[src/rtl/uart_pkg.sv]
// Shared constants, state encodings and message helpers for the Bluetooth UART
// transmit path.
package uart_pkg;

  localparam int DEF_CLKS_PER_BIT = 434;
  localparam int DEF_MAX_LEN      = 9;

  localparam logic [3:0] EV_FIM = 4'd1;
  localparam logic [3:0] EV_BPM = 4'd2;
  localparam logic [3:0] EV_BDM = 4'd3;
  localparam logic [3:0] EV_FRM = 4'd4;
  localparam logic [3:0] EV_END = 4'd5;

  localparam logic [7:0] ASC_DASH = 8'h2D;
  localparam logic [7:0] ASC_HASH = 8'h23;
  localparam logic [7:0] ASC_X    = 8'h58;
  localparam logic [7:0] ASC_ZERO = 8'h30;

  // Message lengths including the terminating '#'
  localparam int LEN_UNIT = 7;
  localparam int LEN_END  = 5;

  typedef enum logic [2:0] {
    ST_IDLE,
    ST_LOAD,
    ST_SEND,
    ST_NEXT,
    ST_ACK_WAIT
  } msg_state_t;

  typedef enum logic [1:0] {
    TX_IDLE,
    TX_START,
    TX_DATA,
    TX_STOP
  } tx_state_t;

  function automatic logic code_valid(input logic [3:0] code);
    return (code >= EV_FIM) && (code <= EV_END);
  endfunction

  function automatic logic [23:0] msg_prefix(input logic [3:0] code);
    logic [23:0] pfx;
    case (code)
      EV_FIM:  pfx = "FIM";
      EV_BPM:  pfx = "BPM";
      EV_BDM:  pfx = "BDM";
      EV_FRM:  pfx = "FRM";
      EV_END:  pfx = "END";
      default: pfx = {ASC_X, ASC_X, ASC_X};
    endcase
    return pfx;
  endfunction

  function automatic logic [7:0] arg_char(input logic [3:0] arg);
    return (arg <= 4'd9) ? (ASC_ZERO + {4'b0000, arg}) : ASC_X;
  endfunction

endpackage

[src/rtl/uart_msg_tx_if.sv]
// Four-phase request/acknowledge bus between the CPU controller and the
// status-message transmitter.
interface uart_msg_tx_if;
  logic       req;
  logic [3:0] msg_code;
  logic [3:0] msg_arg;
  logic       ack;

  modport master (output req, output msg_code, output msg_arg, input ack);
  modport slave  (input req, input msg_code, input msg_arg, output ack);
endinterface

[src/rtl/uart_tx_byte.sv]
// 8N1 byte serialiser. o_done marks the final cycle of the stop bit; a start
// request in that cycle chains the next byte with no idle gap.
//
// state    | meaning
// TX_IDLE  | line idle high, waiting for i_start
// TX_START | start bit (low), CLKS_PER_BIT cycles
// TX_DATA  | 8 data bits LSB first, CLKS_PER_BIT cycles each
// TX_STOP  | stop bit (high), CLKS_PER_BIT cycles
module uart_tx_byte
  import uart_pkg::*;
#(
  parameter int CLKS_PER_BIT = DEF_CLKS_PER_BIT
) (
  input  logic       clk_50M,
  input  logic       rst_n,
  input  logic       i_start,
  input  logic [7:0] i_data,
  output logic       o_tx,
  output logic       o_ready,
  output logic       o_done
);

  localparam int            CW       = $clog2(CLKS_PER_BIT);
  localparam logic [CW-1:0] CNT_LAST = CW'(CLKS_PER_BIT - 1);

  tx_state_t     r_state, w_state_nxt;
  logic [CW-1:0] r_cnt, w_cnt_nxt;
  logic [2:0]    r_bit, w_bit_nxt;
  logic [7:0]    r_shift, w_shift_nxt;
  logic          r_tx, w_tx_nxt;
  logic          w_cnt_tc;

  assign w_cnt_tc = (r_cnt == CNT_LAST);
  assign o_done   = (r_state == TX_STOP) && w_cnt_tc;
  assign o_ready  = (r_state == TX_IDLE) || o_done;
  assign o_tx     = r_tx;

  always_ff @(posedge clk_50M or negedge rst_n) begin
    if (!rst_n) begin
      r_state <= TX_IDLE;
      r_cnt   <= '0;
      r_bit   <= '0;
      r_shift <= '0;
      r_tx    <= 1'b1;
    end else begin
      r_state <= w_state_nxt;
      r_cnt   <= w_cnt_nxt;
      r_bit   <= w_bit_nxt;
      r_shift <= w_shift_nxt;
      r_tx    <= w_tx_nxt;
    end
  end

  always_comb begin
    w_state_nxt = r_state;
    w_cnt_nxt   = r_cnt;
    w_bit_nxt   = r_bit;
    w_shift_nxt = r_shift;
    w_tx_nxt    = r_tx;
    case (r_state)
      TX_IDLE: begin
        w_tx_nxt = 1'b1;
        if (i_start) begin
          w_state_nxt = TX_START;
          w_cnt_nxt   = '0;
          w_shift_nxt = i_data;
          w_tx_nxt    = 1'b0;
        end
      end
      TX_START: begin
        if (w_cnt_tc) begin
          w_state_nxt = TX_DATA;
          w_cnt_nxt   = '0;
          w_bit_nxt   = '0;
          w_tx_nxt    = r_shift[0];
        end else begin
          w_cnt_nxt = r_cnt + CW'(1);
        end
      end
      TX_DATA: begin
        if (w_cnt_tc) begin
          w_cnt_nxt = '0;
          if (r_bit == 3'd7) begin
            w_state_nxt = TX_STOP;
            w_tx_nxt    = 1'b1;
          end else begin
            w_bit_nxt   = r_bit + 3'd1;
            w_shift_nxt = {1'b0, r_shift[7:1]};
            w_tx_nxt    = r_shift[1];
          end
        end else begin
          w_cnt_nxt = r_cnt + CW'(1);
        end
      end
      TX_STOP: begin
        if (w_cnt_tc) begin
          w_cnt_nxt = '0;
          if (i_start) begin
            w_state_nxt = TX_START;
            w_shift_nxt = i_data;
            w_tx_nxt    = 1'b0;
          end else begin
            w_state_nxt = TX_IDLE;
            w_tx_nxt    = 1'b1;
          end
        end else begin
          w_cnt_nxt = r_cnt + CW'(1);
        end
      end
      default: begin
        w_state_nxt = TX_IDLE;
        w_tx_nxt    = 1'b1;
      end
    endcase
  end

endmodule

[src/rtl/uart_msg_tx.sv]
// Status-message transmitter: accepts an event code over req/ack, builds the
// ASCII message and sends it as back-to-back 8N1 characters.
//
// state       | meaning
// ST_IDLE     | waiting for req with ack and busy low
// ST_LOAD     | code latched; raise ack, build buffer or reject invalid code
// ST_SEND     | serialiser busy; chains next character at each stop-bit end
// ST_NEXT     | final stop bit finished; tx_done high this cycle
// ST_ACK_WAIT | wait for req to fall (or ack already dropped)
module uart_msg_tx
  import uart_pkg::*;
#(
  parameter int CLKS_PER_BIT = DEF_CLKS_PER_BIT,
  parameter int MAX_LEN      = DEF_MAX_LEN
) (
  input  logic         clk_50M,
  input  logic         rst_n,
  uart_msg_tx_if.slave bus,
  output logic         tx,
  output logic         busy,
  output logic         tx_done
);

  localparam int IW = $clog2(MAX_LEN);

  msg_state_t    r_state, w_state_nxt;
  logic [3:0]    r_code, w_code_nxt;
  logic [3:0]    r_arg, w_arg_nxt;
  logic [7:0]    r_buf [MAX_LEN];
  logic [7:0]    w_buf_nxt [MAX_LEN];
  logic [7:0]    w_msg [MAX_LEN];
  logic [IW-1:0] r_idx, w_idx_nxt, w_idx_inc;
  logic [IW-1:0] r_last, w_last_nxt, w_msg_last;
  logic          r_ack, w_ack_nxt;
  logic          r_busy, w_busy_nxt;
  logic          r_tx_done, w_tx_done_nxt;
  logic [23:0]   w_pfx;
  logic          w_start, w_ready, w_byte_done;
  logic [7:0]    w_byte;

  assign w_idx_inc = r_idx + IW'(1);
  assign bus.ack   = r_ack;
  assign busy      = r_busy;
  assign tx_done   = r_tx_done;

  uart_tx_byte #(
    .CLKS_PER_BIT (CLKS_PER_BIT)
  ) u_tx_byte (
    .clk_50M (clk_50M),
    .rst_n   (rst_n),
    .i_start (w_start),
    .i_data  (w_byte),
    .o_tx    (tx),
    .o_ready (w_ready),
    .o_done  (w_byte_done)
  );

  // Message image built from the latched code/arg, not the live bus inputs
  always_comb begin
    w_pfx = msg_prefix(r_code);
    for (int i = 0; i < MAX_LEN; i++) w_msg[i] = ASC_HASH;
    w_msg[0] = w_pfx[23:16];
    w_msg[1] = w_pfx[15:8];
    w_msg[2] = w_pfx[7:0];
    w_msg[3] = ASC_DASH;
    if (r_code == EV_END) begin
      w_msg_last = IW'(LEN_END - 1);
    end else begin
      w_msg[4]   = arg_char(r_arg);
      w_msg[5]   = ASC_DASH;
      w_msg_last = IW'(LEN_UNIT - 1);
    end
  end

  always_ff @(posedge clk_50M or negedge rst_n) begin
    if (!rst_n) r_state <= ST_IDLE;
    else        r_state <= w_state_nxt;
  end

  always_ff @(posedge clk_50M or negedge rst_n) begin
    if (!rst_n) begin
      r_code    <= '0;
      r_arg     <= '0;
      r_idx     <= '0;
      r_last    <= '0;
      r_ack     <= 1'b0;
      r_busy    <= 1'b0;
      r_tx_done <= 1'b0;
      for (int i = 0; i < MAX_LEN; i++) r_buf[i] <= '0;
    end else begin
      r_code    <= w_code_nxt;
      r_arg     <= w_arg_nxt;
      r_idx     <= w_idx_nxt;
      r_last    <= w_last_nxt;
      r_ack     <= w_ack_nxt;
      r_busy    <= w_busy_nxt;
      r_tx_done <= w_tx_done_nxt;
      r_buf     <= w_buf_nxt;
    end
  end

  always_comb begin
    w_state_nxt   = r_state;
    w_code_nxt    = r_code;
    w_arg_nxt     = r_arg;
    w_buf_nxt     = r_buf;
    w_idx_nxt     = r_idx;
    w_last_nxt    = r_last;
    w_ack_nxt     = r_ack && bus.req;
    w_busy_nxt    = r_busy;
    w_tx_done_nxt = 1'b0;
    w_start       = 1'b0;
    w_byte        = r_buf[w_idx_inc];
    case (r_state)
      ST_IDLE: begin
        if (bus.req && !r_ack && !r_busy) begin
          w_code_nxt  = bus.msg_code;
          w_arg_nxt   = bus.msg_arg;
          w_state_nxt = ST_LOAD;
        end
      end
      ST_LOAD: begin
        w_ack_nxt = 1'b1;
        if (!code_valid(r_code)) begin
          w_state_nxt = ST_ACK_WAIT;
        end else if (w_ready) begin
          w_buf_nxt   = w_msg;
          w_last_nxt  = w_msg_last;
          w_idx_nxt   = '0;
          w_busy_nxt  = 1'b1;
          w_start     = 1'b1;
          w_byte      = w_msg[0];
          w_state_nxt = ST_SEND;
        end
      end
      ST_SEND: begin
        // Decide at the stop bit's last cycle so the next start bit abuts it
        if (w_byte_done) begin
          if (r_idx < r_last) begin
            w_idx_nxt = w_idx_inc;
            w_start   = 1'b1;
          end else begin
            w_busy_nxt    = 1'b0;
            w_tx_done_nxt = 1'b1;
            w_state_nxt   = ST_NEXT;
          end
        end
      end
      ST_NEXT: begin
        w_state_nxt = ST_ACK_WAIT;
      end
      ST_ACK_WAIT: begin
        if (!bus.req || !r_ack) w_state_nxt = ST_IDLE;
      end
      default: begin
        w_state_nxt = ST_IDLE;
      end
    endcase
  end

endmodule
[src/flat_wrapper.sv]
// flat-port wrapper written by rule: the top's interface ports become plain ports
module uart_msg_tx_flat import uart_pkg::*;
#(
  parameter int CLKS_PER_BIT = DEF_CLKS_PER_BIT,
  parameter int MAX_LEN      = DEF_MAX_LEN
)
  (clk_50M, rst_n, tx, busy, tx_done, bus_req, bus_msg_code, bus_msg_arg, bus_ack);
  uart_msg_tx_if bus_i ();
  input  logic clk_50M;
  input  logic rst_n;
  output logic tx;
  output logic busy;
  output logic tx_done;
  input wire logic [$bits(bus_i.req)-1:0] bus_req;
  input wire logic [$bits(bus_i.msg_code)-1:0] bus_msg_code;
  input wire logic [$bits(bus_i.msg_arg)-1:0] bus_msg_arg;
  output wire logic [$bits(bus_i.ack)-1:0] bus_ack;
  assign bus_i.req = bus_req;
  assign bus_i.msg_code = bus_msg_code;
  assign bus_i.msg_arg = bus_msg_arg;
  assign bus_ack = bus_i.ack;
  uart_msg_tx #(.CLKS_PER_BIT(CLKS_PER_BIT), .MAX_LEN(MAX_LEN)) u_core (.clk_50M(clk_50M), .rst_n(rst_n), .bus(bus_i), .tx(tx), .busy(busy), .tx_done(tx_done));
endmodule
[config.mk]
export PLATFORM = sky130hd
export DESIGN_NAME = uart_msg_tx_flat
export DESIGN_NICKNAME = d
export VERILOG_FILES = /design/src/rtl/uart_pkg.sv /design/src/rtl/uart_msg_tx_if.sv /design/src/rtl/uart_tx_byte.sv /design/src/rtl/uart_msg_tx.sv /design/src/flat_wrapper.sv
export SDC_FILE = /design/constraint.sdc
export NUM_CORES = 1
export LEC_CHECK = 0
export ABC_AREA = 0
export CAP_MARGIN = 20
export CORE_MARGIN = 4
export CORE_UTILIZATION = 40
export DETAILED_ROUTE_END_ITERATION = 10
export GPL_TIMING_DRIVEN = 0
export SETUP_SLACK_MARGIN = 0.05
export SYNTH_ARGS = -nofsm -noshare
export SYNTH_HDL_FRONTEND = slang
export SYNTH_SLANG_ARGS = --single-unit
[constraint.sdc]
create_clock -name clk_50M -period 2.49 [get_ports clk_50M]
set_input_delay 0.3735 -clock clk_50M [delete_from_list [all_inputs] [get_ports clk_50M]]
set_output_delay 0.3735 -clock clk_50M [all_outputs]
set_load 0.005 [all_outputs]
==> impl_metrics.yaml, run 1 <==
run_status:
  outcome: "finished, final reports clean"
synthesis:
  synth_simple_gate_area_frac: 0.180
  ys_warn_count: 0
  synth_top_area_cell: "dfrtp_1"
  synth_edf_count: 0
  synth_area_per_cell_sq_um: 9.95
  yosysSeqAreaShare: 0.423
  netlist_area_sq_um: 3550
  synth.distinct_cells: 68
  ys_async_sr_fraction: 1.00
  synthMuxAreaShare: 0.0937
  synth_nets: 378
  synth_top_family_by_area: "compound AO/OA/AOI/OAI gates"
  synth_compound_area_frac: 0.200
  synth_seq_cells: 60
  synthDominantCellAreaShare: 0.415
  synthCells: 357
  yosys-top-cells-area: "dfrtp_1, mux2_2, nand2_1"
  synth_flop_cell: "dfrtp_1"
  synth_xor_area_frac: 0.0148
  synth_adder_area_share: 0.0352
grt:
  grt_pass1_wl_mm: 13.9
  grt_overflow: 0
  grt_antenna_before_repair: 0
  grt_pass1_vias: 2875
  grt_usage: 0.171
  grt_start_max_net_pins: 61
timing:
  final-hold-violation-count: 0
  tightest_slew_ps: 758
  timing.final.crit_share: 0.952
  hold_ws_ps: 114
  period_needed_ps: 2370
  finClkSkew_ps: 13.1
  rsz0062_at_grt: "false"
  max_clock_freq_ghz: 0.422
  slew_violations: 0
  max_slew_margin: 0.494
  final-setup-viol-count: 0
detailed_routing:
  drt_wl_total_mm: 8.27
  vias_per_cell: 5.56
  drt_iter0_drc: 122
  antenna_left: 0
  drc: 0
  drt-wirelength-per-cell_microns: 16.4
  vias: 2799
  drt_pass1_iterations: 4
placement:
  place_congestion: 0.872
  numPortBuffers: 14
  dp_hpwl_mm: 5.76
  post_dp_cell_area_sq_um: 3830
floorplan:
  die-area_sq_um: 10500
  io_pins: 15
  start_util: 0.409
  die_h_microns: 102
  core_sq_um: 8680
  rows: 34
  chipWidth_microns: 102
final_layout:
  ff_latch_area_sq_um: 1500
  stdcell_area_sq_um: 4120
  fillCellCount: 860
  postLayoutCoreUtil: 0.474
  multi_input_area_sq_um: 1910
  diodes: 0
  finalNetCount: 412
  area_growth_pct: 15.9
  drive_above_1_share: 0.200
clock_network:
  h-tree-depth: 3
  cts-root-buf: "clkbuf_8"
  clk_path_buf_depth: 2
  cts.sinks: 60
  cts_tree: "yes"
  postCtsHoldBufs: 0
  path_clk_slew_ps: 80
  cts_buffers: 9
  clk_latency_ps: 340
worst_setup_path:
  crit_fanout: 5
  required_ps: 2700
  critPathArrivalTime_ps: 2580
  cp-end-kind: "flip-flop"
  crit_type: "flip-flop to flip-flop"
  startpoint_type: "flip-flop"
power_and_ir_drop:
  p_per_area_nw_per_um2: 1100
  leakage_nw: 1.78
  peakVddDrop_mv: 0.595
flow_run:
  maxCapViolCount: 0
min_path:
  hold_path_class: "input port to asynchronous set/reset pin"
-- critical path: stages, from the launching register on --
cell and delay, ps:
dfrtp_1 420, or4b_4 550, buf_6 160, nor4_4 380, o22ai_4 140, o21ai_4 230, mux2_2 360
-- flip-flops by register name (all words and copies together) (netlist names) --
register                  flops
u_core.bus.ack                1
u_core.busy                   1
u_core.r_arg                  4
u_core.r_buf                 19
u_core.r_code                 4
u_core.r_idx                  4
u_core.r_last                 1
u_core.r_state                3
u_core.tx_done                1
u_core.u_tx_byte.o_tx         1
u_core.u_tx_byte.r_bit        3
u_core.u_tx_byte.r_cnt        9
u_core.u_tx_byte.r_shift      7
u_core.u_tx_byte.r_state      2
-- cell usage after synthesis, types with 4 or more instances --
master and count:
a211oi_1 5, o21ai_0 22, nand2_1 37, a31oi_1 5, nand4_1 7, and3_1 7, nand3_1 14, xor2_1 4
clkbuf_8 4, nand2b_1 4, ha_1 10, a21oi_1 15, a21o_1 6, inv_1 15, dfrtp_1 59, mux2_2 14
nor3_1 5, nor2_1 27, mux2i_1 13, clkbuf_1 11
-- through the flow --
stage | setup TNS (ps) | total power (W) | cells | setup slack, ps
after floorplan | 0 | 0.00312 | 357 | 67.8
after global placement | -67710 | 0.00363 | 479 | -1040
after detailed placement | -7090 | 0.00367 | 479 | -585
after CTS | 0 | 0.00449 | 496 | 55.1
after global routing | 0 | 0.00491 | 503 | 52.7
final | 0 | 0.00454 | 503 | 120
-- power by group --
group / internal (W) / switching, W
registers: 0.00134 / 0.000310
clock network: 0.000350 / 0.000394
logic: 0.000999 / 0.00115
-- cell usage in the layout (no fill, tap or decap), drive strengths merged, types with 3 or more instances in the layout --
cell,synthesis,layout
a211oi,5,5
a21o,6,6
a21oi,15,15
a311oi,3,3
a31oi,5,5
and3,8,8
buf,3,16
clkbuf,16,23
clkdlybuf4s50,0,13
clkinv,0,3
dfrtp,59,59
ha,10,10
inv,15,15
mux2,14,14
mux2i,13,13
nand2,38,38
nand2b,4,4
nand3,14,14
nand4,7,7
nor2,27,27
nor2b,3,3
nor3,5,5
nor3b,3,3
o211ai,3,3
o21a,3,3
o21ai,23,23
o22ai,5,5
o31a,3,3
o31ai,5,5
or3b,4,4
xor2,4,4
-- layout make-up --
type	instances	area share
plain buffers	17	0.0316
clock buffers	10	0.0310
multi-input cells	263	0.465
inverters	15	0.0137
repair buffers	25	0.0535
clock inverters	5	0.00729
well taps	108	0.0328
flip-flops and latches	60	0.365
-- metal layers --
layer	share of wire	track usage	routed length (microns)
met1	0.47	0.219	3910
met5	0	0	0
met2	0.49	0.289	4030
met3	0.030	0.0423	250
met4	0.0096	0.0484	79
-- timing repair --
action                     CTS  global route
gates resized for setup      6             7
setup endpoints to repair   46            39
pin swaps                    5             5
setup buffers                3             8
-- path summary, 6_finish.rpt --
check                                              end  cells after the start  slack, ps                       from
max                        u_core.u_tx_byte.r_shift[4]                      6        120  u_core.u_tx_byte.r_cnt[3]
min                          u_core.u_tx_byte.r_cnt[6]                      1        110                      rst_n
max reg2reg                u_core.u_tx_byte.r_shift[4]                      6        120  u_core.u_tx_byte.r_cnt[3]
min reg2reg                           u_core.r_buf[56]                      2        470           u_core.r_buf[56]
max in group asynchronous             u_core.r_buf[24]                      1       1850                      rst_n
min in group clk_50M                  u_core.r_buf[56]                      2        470           u_core.r_buf[56]
-- cell families (layout without fill, tap and decap cells) --
group / count (synthesis) / after routing
xor+xnor: 6 / 6
simple gates: 124 / 124
mux: 29 / 29
flops: 60 / 60
fa+ha+maj: 10 / 10
buf+inv: 34 / 72
compound gates: 94 / 94
No activity file was read; power rests on OpenSTA's default activity.
==> run 2, diff against run 1 <==
--- a/config.mk
+++ b/config.mk
@@ -8,10 +8,12 @@
 export ABC_AREA = 0
 export CAP_MARGIN = 20
 export CORE_MARGIN = 4
-export CORE_UTILIZATION = 40
+export CORE_UTILIZATION = 55
 export DETAILED_ROUTE_END_ITERATION = 10
 export GPL_TIMING_DRIVEN = 0
+export PLACE_DENSITY = 0.78
 export SETUP_SLACK_MARGIN = 0.05
+export SKIP_CTS_REPAIR_TIMING = 1
 export SYNTH_ARGS = -nofsm -noshare
 export SYNTH_HDL_FRONTEND = slang
 export SYNTH_SLANG_ARGS = --single-unit
==> impl_metrics.yaml, run 2 (synthesized netlist as in run 1, its figures left out) <==
worst_setup_path:
  slowest_delay_ps: 530
  required_ps: 2720
  reg2reg_from: "u_core.u_tx_byte.r_cnt[3]"
  critPathArrivalTime_ps: 2640
  crit_fanout: 5
  cp-end-kind: "flip-flop"
  critPathSlowestCell: "or4b_1"
  crit_type: "flip-flop to flip-flop"
  path_cells: "or4b_1, clkbuf_4, nor4_4, o22ai_4, o21ai_4, mux2_2"
  r2r_end: "u_core.u_tx_byte.r_shift[3]"
  reg2reg_slack_ps: 80
  r2r_cells: 6
  startpoint_type: "flip-flop"
clock_network:
  cts-root-buf: "clkbuf_8"
  cts.sinks: 60
  path_clk_slew_ps: 80
  cts_tree: "yes"
  h-tree-depth: 3
  clk_path_buf_depth: 2
  clk_latency_ps: 350
  cts_buffers: 9
timing:
  finClkSkew_ps: 12.2
  timing.final.crit_share: 0.967
  slew_violations: 0
  period_needed_ps: 2410
  tightest_slew_ps: 704
  max_slew_margin: 0.531
  max_clock_freq_ghz: 0.416
  final-setup-viol-count: 0
  hold_ws_ps: 61.3
  final-hold-violation-count: 0
  finalWorstSetupSlack_ps: 83.3
floorplan:
  die_h_microns: 88.4
  rows: 29
  start_util: 0.563
  chipWidth_microns: 88.4
  io_pins: 15
  die-area_sq_um: 7810
  core_sq_um: 6310
detailed_routing:
  drt_pass1_iterations: 5
  vias_per_cell: 6.13
  drt_iter0_drc: 338
  drt_wl_total_mm: 7.97
  vias: 2886
  drc: 0
  drt-wirelength-per-cell_microns: 16.9
  antenna_left: 0
final_layout:
  top_register: "u_core.r_buf"
  stdcell_area_sq_um: 4120
  layout_common_cells: "dfrtp_1, nand2_1, nor2_1, o21ai_0"
  largest_reg_flops: 19
  largestRegisters: "u_core.r_buf: 19 flops, u_core.u_tx_byte.r_cnt: 9 flops, u_core.u_tx_byte.r_shift: 7 flops"
  mostFrequentLayoutCell: "dfrtp_1"
  diodes: 0
  area_growth_pct: 16.0
  drive_above_1_share: 0.206
  finalNetCount: 410
grt:
  grt_antenna_before_repair: 0
  grt_overflow: 0
  grt_pass1_wl_mm: 12.9
  grt_start_max_net_pins: 32
  grt_usage: 0.214
  grt_pass1_vias: 2640
power_and_ir_drop:
  total_power_w: 0.00470
  peakVddDrop_mv: 0.778
  p_per_area_nw_per_um2: 1140
  leakage_nw: 1.80
min_path:
  hold_path_class: "input port to asynchronous set/reset pin"
placement:
  place_ws_ps: -484
  dp_hpwl_mm: 5.34
  numPortBuffers: 14
  place_congestion: 0.877
  post_dp_cell_area_sq_um: 3800
run_status:
  outcome: "finished, final reports clean"
flow_run:
  maxCapViolCount: 0
==> run 2: area by class of cell <==
class                      count  area [sq um]
tap                           77          96.3
timing repair buffer          23           228
buffer                        17           130
sequential                    60          1500
fill                         527          2190
clock inverter                 6          63.8
clock buffer                  10           138
inverter                      15          56.3
multi-input combinational    263          1910
==> run 2: worst max path at each step <==
stage                                          from                     endpoint  slack, ps  cells past startpoint
after floorplan                    u_core.r_buf[24]  u_core.u_tx_byte.r_shift[3]         70                      7
after global placement                        rst_n    u_core.u_tx_byte.r_cnt[2]       -790                      1
after detailed placement           u_core.r_buf[24]  u_core.u_tx_byte.r_shift[6]       -480                      7
after CTS                          u_core.r_buf[24]  u_core.u_tx_byte.r_shift[3]       -500                      7
after global routing      u_core.u_tx_byte.r_cnt[3]  u_core.u_tx_byte.r_shift[6]         -2                      6
final                     u_core.u_tx_byte.r_cnt[3]  u_core.u_tx_byte.r_shift[3]         80                      6
==> run 2: per-stage QoR <==
step	util	instances	TNS, ps
floorplan	-	357	0
global placement	0.600	448	-51270
detailed placement	0.603	449	-5200
CTS	0.635	465	-5920
global route	0.653	471	-2.19
finish	0.653	471	0
==> run 2: metal layers <==
| layer | wire, microns | GRT usage |
|---|---|---|
| met1 | 3660 | 0.314 |
| met2 | 3660 | 0.309 |
| met3 | 498 | 0.0475 |
| met4 | 157 | 0.0865 |
| met5 | 0 | 0 |
==> run 2: where the power goes <==
part / leakage [nW] / switching (W) / internal, W
Combinational: 0.937 / 0.00116 / 0.000998
Clock: 0.0983 / 0.000411 / 0.000487
Sequential: 0.764 / 0.000311 / 0.00134
==> run 2: worst max-delay path, delay by kind of cell, from the launching register on <==
kind,cells,cell delay [ps]
AND/OR/NAND/NOR,2,880
flip-flops,1,430
AO/OA/AOI/OAI,2,420
multiplexers,1,370
buffers and inverters,1,200
